$ cat config.mk
export PLATFORM = sky130hd
export DESIGN_NAME = forwarding_unit
export DESIGN_NICKNAME = d
export VERILOG_FILES = /design/src/rtl/forwarding_unit_pkg.sv /design/src/rtl/forwarding_unit_fwd_select.sv /design/src/rtl/forwarding_unit.sv
export SDC_FILE = /design/constraint.sdc
export NUM_CORES = 1
export LEC_CHECK = 0
export CAP_MARGIN = 20
export CORE_UTILIZATION = 42
export DETAILED_ROUTE_END_ITERATION = 10
export GPL_TIMING_DRIVEN = 0
export HOLD_SLACK_MARGIN = 0.12
export PLACE_DENSITY = 0.82
export SLEW_MARGIN = 0
export SYNTH_ARGS = -nofsm -noshare
export SYNTH_HDL_FRONTEND = slang
export SYNTH_SLANG_ARGS = --single-unit
$ cat constraint.sdc
create_clock -name clk -period 2.7 [get_ports clk]
set_input_delay 0.81 -clock clk [delete_from_list [all_inputs] [get_ports clk]]
set_output_delay 0.81 -clock clk [all_outputs]
set_load 0.01 [all_outputs]
$ cat src/rtl/forwarding_unit_pkg.sv
// Shared pipeline definitions for the EX-stage forwarding logic:
// operand-mux select codes and the architectural register index width.
package forwarding_unit_pkg;

  localparam int unsigned REG_ADDR_W = 5;

  localparam logic [1:0] FWD_REGFILE = 2'b00;
  localparam logic [1:0] FWD_MEMWB   = 2'b01;
  localparam logic [1:0] FWD_EXMEM   = 2'b10;

endpackage : forwarding_unit_pkg

$ cat src/rtl/forwarding_unit_fwd_select.sv
// Per-operand forwarding select: picks the youngest in-flight producer of rs,
// ignoring x0 and stages that do not write the register file.
module fwd_select
  import forwarding_unit_pkg::*;
#(
  parameter int unsigned ADDR_W = REG_ADDR_W
) (
  input  logic [ADDR_W-1:0] rs,
  input  logic [ADDR_W-1:0] ex_mem_rd,
  input  logic              ex_mem_reg_write,
  input  logic [ADDR_W-1:0] mem_wb_rd,
  input  logic              mem_wb_reg_write,
  output logic [1:0]        sel
);

  logic ex_hit;
  logic mem_hit;

  assign ex_hit  = ex_mem_reg_write && (ex_mem_rd != '0) && (ex_mem_rd == rs);
  assign mem_hit = mem_wb_reg_write && (mem_wb_rd != '0) && (mem_wb_rd == rs);

  always_comb begin
    // NOTE: default first so every path assigns sel and no latch is inferred.
    sel = FWD_REGFILE;
    if (ex_hit) begin
      sel = FWD_EXMEM;   // EX/MEM holds the most recent value of rs
    end else if (mem_hit) begin
      sel = FWD_MEMWB;
    end
  end

endmodule : fwd_select

$ cat src/rtl/forwarding_unit.sv
// EX-stage data-hazard forwarding unit: combinational ALU operand selects plus
// saturating counters of cycles that forwarded from EX/MEM and from MEM/WB.
module forwarding_unit #(
  parameter int unsigned REG_ADDR_W = forwarding_unit_pkg::REG_ADDR_W,
  parameter int unsigned CNT_W      = 16
) (
  input  logic                  clk,
  input  logic                  rst,
  input  logic [REG_ADDR_W-1:0] ID_EX_Rs1,
  input  logic [REG_ADDR_W-1:0] ID_EX_Rs2,
  input  logic [REG_ADDR_W-1:0] EX_MEM_Rd,
  input  logic [REG_ADDR_W-1:0] MEM_WB_Rd,
  input  logic                  EX_MEM_regWrite,
  input  logic                  MEM_WB_regWrite,
  output logic [1:0]            Forward_A,
  output logic [1:0]            Forward_B,
  output logic [CNT_W-1:0]      fwd_ex_count,
  output logic [CNT_W-1:0]      fwd_mem_count
);

  import forwarding_unit_pkg::*;

  logic any_ex_fwd;
  logic any_mem_fwd;

  fwd_select #(.ADDR_W(REG_ADDR_W)) u_sel_a (
    .rs               (ID_EX_Rs1),
    .ex_mem_rd        (EX_MEM_Rd),
    .ex_mem_reg_write (EX_MEM_regWrite),
    .mem_wb_rd        (MEM_WB_Rd),
    .mem_wb_reg_write (MEM_WB_regWrite),
    .sel              (Forward_A)
  );

  fwd_select #(.ADDR_W(REG_ADDR_W)) u_sel_b (
    .rs               (ID_EX_Rs2),
    .ex_mem_rd        (EX_MEM_Rd),
    .ex_mem_reg_write (EX_MEM_regWrite),
    .mem_wb_rd        (MEM_WB_Rd),
    .mem_wb_reg_write (MEM_WB_regWrite),
    .sel              (Forward_B)
  );

  assign any_ex_fwd  = (Forward_A == FWD_EXMEM) || (Forward_B == FWD_EXMEM);
  assign any_mem_fwd = (Forward_A == FWD_MEMWB) || (Forward_B == FWD_MEMWB);

  // Counters stick at all-ones so a long run never reads back as a small count.
  always_ff @(posedge clk) begin
    if (rst) begin
      // NOTE: non-blocking for all clocked state so every reader sees pre-edge values.
      fwd_ex_count  <= '0;
      fwd_mem_count <= '0;
    end else begin
      if (any_ex_fwd && (fwd_ex_count != {CNT_W{1'b1}})) begin
        fwd_ex_count <= fwd_ex_count + 1'b1;
      end
      if (any_mem_fwd && (fwd_mem_count != {CNT_W{1'b1}})) begin
        fwd_mem_count <= fwd_mem_count + 1'b1;
      end
    end
  end

endmodule : forwarding_unit

==> key figures <==
Final layout
  – Final nets: 337
  – Inserted Diodes: 0
  – Fin util: 63.6%
  – Share of layout cells above drive strength 1: 18.6%
  – Area Growth Syn to Fin: 45.3%
  – Storage element area: 641 µm²
  – Area of the multi-input gates: 1280 µm²
  – # fillers: 374
  – Most frequent cells in the layout: clkdlybuf4s50_1, dfxtp_1, nor2_1, nand3_1, xnor2_1
  – Fin area: 2770 µm²
  – Commonest non-fill, non-tap cell in the layout: clkdlybuf4s50_1

Placement
  – Port Buffer Count: 59
  – Gpl congestion: 0.809
  – Hpwl dp: 3.51 mm
  – Placed cell areas: 2570 µm²

GRT
  – M2 GR Usage: 35.5%
  – Met3 GRT Util: 3.78%
  – Vias in the first global route: 1,879
  – Gr usage total: 20.6%
  – Congestion Overflow GR: 0
  – Pin count of the biggest net entering global routing: 11
  – First-pass GRT wire length: 8.16 mm
  – Initial antenna violation count: 0
  – Busiest grt layer: met2
  – Met1 Use GR: 25.7%

Detailed routing
  – Drt total wl: 5.10 mm
  – Vias per Instance: 5.64
  – Drc violations: 0
  – Initial DRT Pass Iterations: 4
  – Vias: 2,052
  – Antenna Nets Post-Route: 0
  – Wire per inst: 14.0 µm
  – Initial drt markers: 144

Floorplan
  – Initial core utilization: 43.8%
  – Core Region: 4350 µm²
  – Site row count: 24
  – DIE AREA: 4810 µm²
  – Die width: 69.4 µm
  – Die height: 69.4 µm
  – I/O Pins: 60

STA
  – Post-route setup slack: -0.145 ns
  – Max Fclk: 351 MHz
  – Final Hold Vio Count: 0
  – Period Utilization, post-route: 105%
  – Final setup vio count: 4
  – Worst-margin pin slew: 0.781 ns
  – Slew margin rel.: 47.5%
  – Minimum clock period: 2.85 ns
  – RSZ-0062 raised after global routing: yes
  – Slew Limit Fails: 0
  – Layout Skew: 0.00891 ns

Yosys
  – YS warnings: 0
  – Seq cells post-synth: 32
  – Distinct cells, synth: 37
  – Syn Nets: 263
  – Syn avg cell area: 8.05 µm²
  – Mapped Area: 1910 µm²
  – Post-synthesis cell count: 237
  – Sequential element share of the synthesized area: 33.6%

Worst setup path
  – Critical Path Sink Type: output pin
  – CP peak stage delay: 0.54 ns
  – CP cell instances: dlygate4sd2_1 -> xor2_1 -> or4_4 -> nor2_4 -> buf_6
  – Reg2reg start: fwd_ex_count[2]$_SDFFE_PP0P_
  – Critical path's slowest cell: or4_4
  – Worst Path Class, Setup: input port to output pin
  – Critical Path RT: 1.89 ns
  – CP Max Fanout: 3
  – Worst EP arrival: 2.04 ns
  – Critical path origin: MEM_WB_Rd[2]
  – Setup crit start kind: input port
  – Flop2flop setup slack: 0.38 ns

Clock network
  – Clock root cell: clkbuf_8
  – Clk_lat worst skew: 0.29 ns
  – Clock transition at path regs: 0.07 ns
  – CTS tree: yes
  – CTS sink cnt: 32
  – Hold_buf cts: 0
  – Num CTS Buffers: 5
  – Clock Path Buffers: 2
  – # H-tree levels: 2

Power and ir drop
  – Worst IR Drop VDD: 0.000405 V
  – Pwr dens: 386 nW/µm²
  – P_leak: 0.000967 µW

Worst hold path
  – Hold Path Class: flip-flop to flip-flop
  – Hold Crit Start: fwd_mem_count[15]$_SDFFE_PP0P_

Run status
  – Failing checks: negative setup slack
  – Outcome: finished, violations left

Run
  – Max Cap Viol: 0
==> synthesized netlist by cell type <==
| cell | number | share of area, % |
|---|---|---|
| ha_1 | 2 | 1.3 |
| xor2_1 | 6 | 2.8 |
| a21o_1 | 1 | 0.39 |
| and3_1 | 7 | 2.3 |
| buf_4 | 2 | 0.79 |
| mux2i_1 | 1 | 0.52 |
| o22ai_1 | 1 | 0.33 |
| o22a_1 | 2 | 0.92 |
| nor2_1 | 24 | 4.7 |
| xnor2_1 | 21 | 9.6 |
| dfxtp_1 | 32 | 34 |
| a21oi_1 | 16 | 4.2 |
| nor4_1 | 2 | 0.66 |
| nand2_1 | 11 | 2.2 |
| nor3_2 | 1 | 0.52 |
| nand4_1 | 9 | 3.0 |
| inv_1 | 5 | 0.98 |
| nor4b_1 | 1 | 0.46 |
| a211oi_1 | 2 | 0.79 |
| o21ai_1 | 1 | 0.26 |
| o21ai_0 | 15 | 3.9 |
| or4_4 | 1 | 0.59 |
| and4_1 | 1 | 0.46 |
| and2_1 | 2 | 0.66 |
| or3_1 | 11 | 3.6 |
| a31o_2 | 1 | 0.46 |
| or3b_1 | 1 | 0.46 |
| nor2b_1 | 8 | 2.6 |
| or4_1 | 7 | 2.8 |
| nor3_1 | 5 | 1.3 |
| o21ai_4 | 1 | 0.85 |
| clkbuf_1 | 7 | 1.4 |
| nand3_1 | 19 | 5.0 |
| o31ai_1 | 3 | 1.2 |
| mux2_2 | 6 | 3.5 |
| buf_6 | 1 | 0.59 |
| or2_2 | 1 | 0.33 |
==> metal layers <==
metal | up-vias | part of all wire [%] | wire, µm
li1 | 1002 | - | -
met1 | 965 | 45 | 2300
met4 | 0 | 1.2 | 60
met2 | 76 | 48 | 2460
met3 | 9 | 5.4 | 274
met5 | - | 0 | 0
==> worst paths after layout <==
kind,cells after the start,to
setup reg to reg,6,fwd_ex_count[13]$_SDFFE_PP0P_
hold / removal,2,fwd_mem_count[15]$_SDFFE_PP0P_
hold reg to reg,2,fwd_mem_count[15]$_SDFFE_PP0P_
setup / recovery,5,Forward_A[0]
==> report_power, final <==
| part | switching (µW) | internal (µW) |
|---|---|---|
| combinational | 65.5 | 66.4 |
| clock | 189 | 274 |
| sequential | 1.98 | 473 |
==> kinds of logic (layout without fill, tap and decap cells) <==
family | count (synthesis) | after routing | share of synthesized area, %
AOI/OAI and AO/OA | 43 | 43 | 13.3
xor gates and xnor gates | 27 | 27 | 12.4
adders and majority gates | 2 | 2 | 1.31
buffers and inverters | 15 | 90 | 3.74
DFF | 32 | 32 | 33.6
muxes | 7 | 7 | 4.07
and+or+nand+nor | 111 | 111 | 31.6
==> area by class of cell <==
class | instances | share of cell area [%]
Sequential cell | 32 | 23.1
Multi-Input combinational cell | 190 | 46.1
Tap cell | 52 | 2.35
Clock inverter | 2 | 1.26
Timing Repair Buffer | 67 | 22.0
Clock buffer | 6 | 2.62
Buffer | 10 | 1.90
Inverter | 5 | 0.678
==> sequential cells by signal, indices dropped and copies added (netlist names) <==
signal         count
fwd_ex_count      16
fwd_mem_count     16
==> worst max-delay path, delay by kind of cell <==
kind	cells	cell delay, ns
simple gates	2	0.66
xor+xnor	1	0.18
buf+inv	2	0.38
==> per-stage QoR <==
step / power [µW] / hold slack [ns] / setup WS [ns] / std cells / TNS (ns)
3_3_place_gp: 602 / 0.487 / -0.920 / 348 / -13.03
2_1_floorplan: 543 / 0.515 / 0.0137 / 237 / 0
3_5_place_dp: 605 / 0.512 / -0.951 / 348 / -14.13
6_report: 1070 / 0.518 / -0.145 / 364 / -0.436
5_1_grt: 1100 / 0.533 / -0.173 / 364 / -0.544
4_1_cts: 1060 / 0.524 / -0.164 / 362 / -0.480
==> what timing repair did <==
action | in CTS | in global routing
setup endpoints to repair | 24 | 14
buffers inserted | 6 | 2
resized for setup | 85 | 12
pin swaps | 18 | 7
hold endpoints to repair | 0 | 0
(Power assumes the default switching activity.)
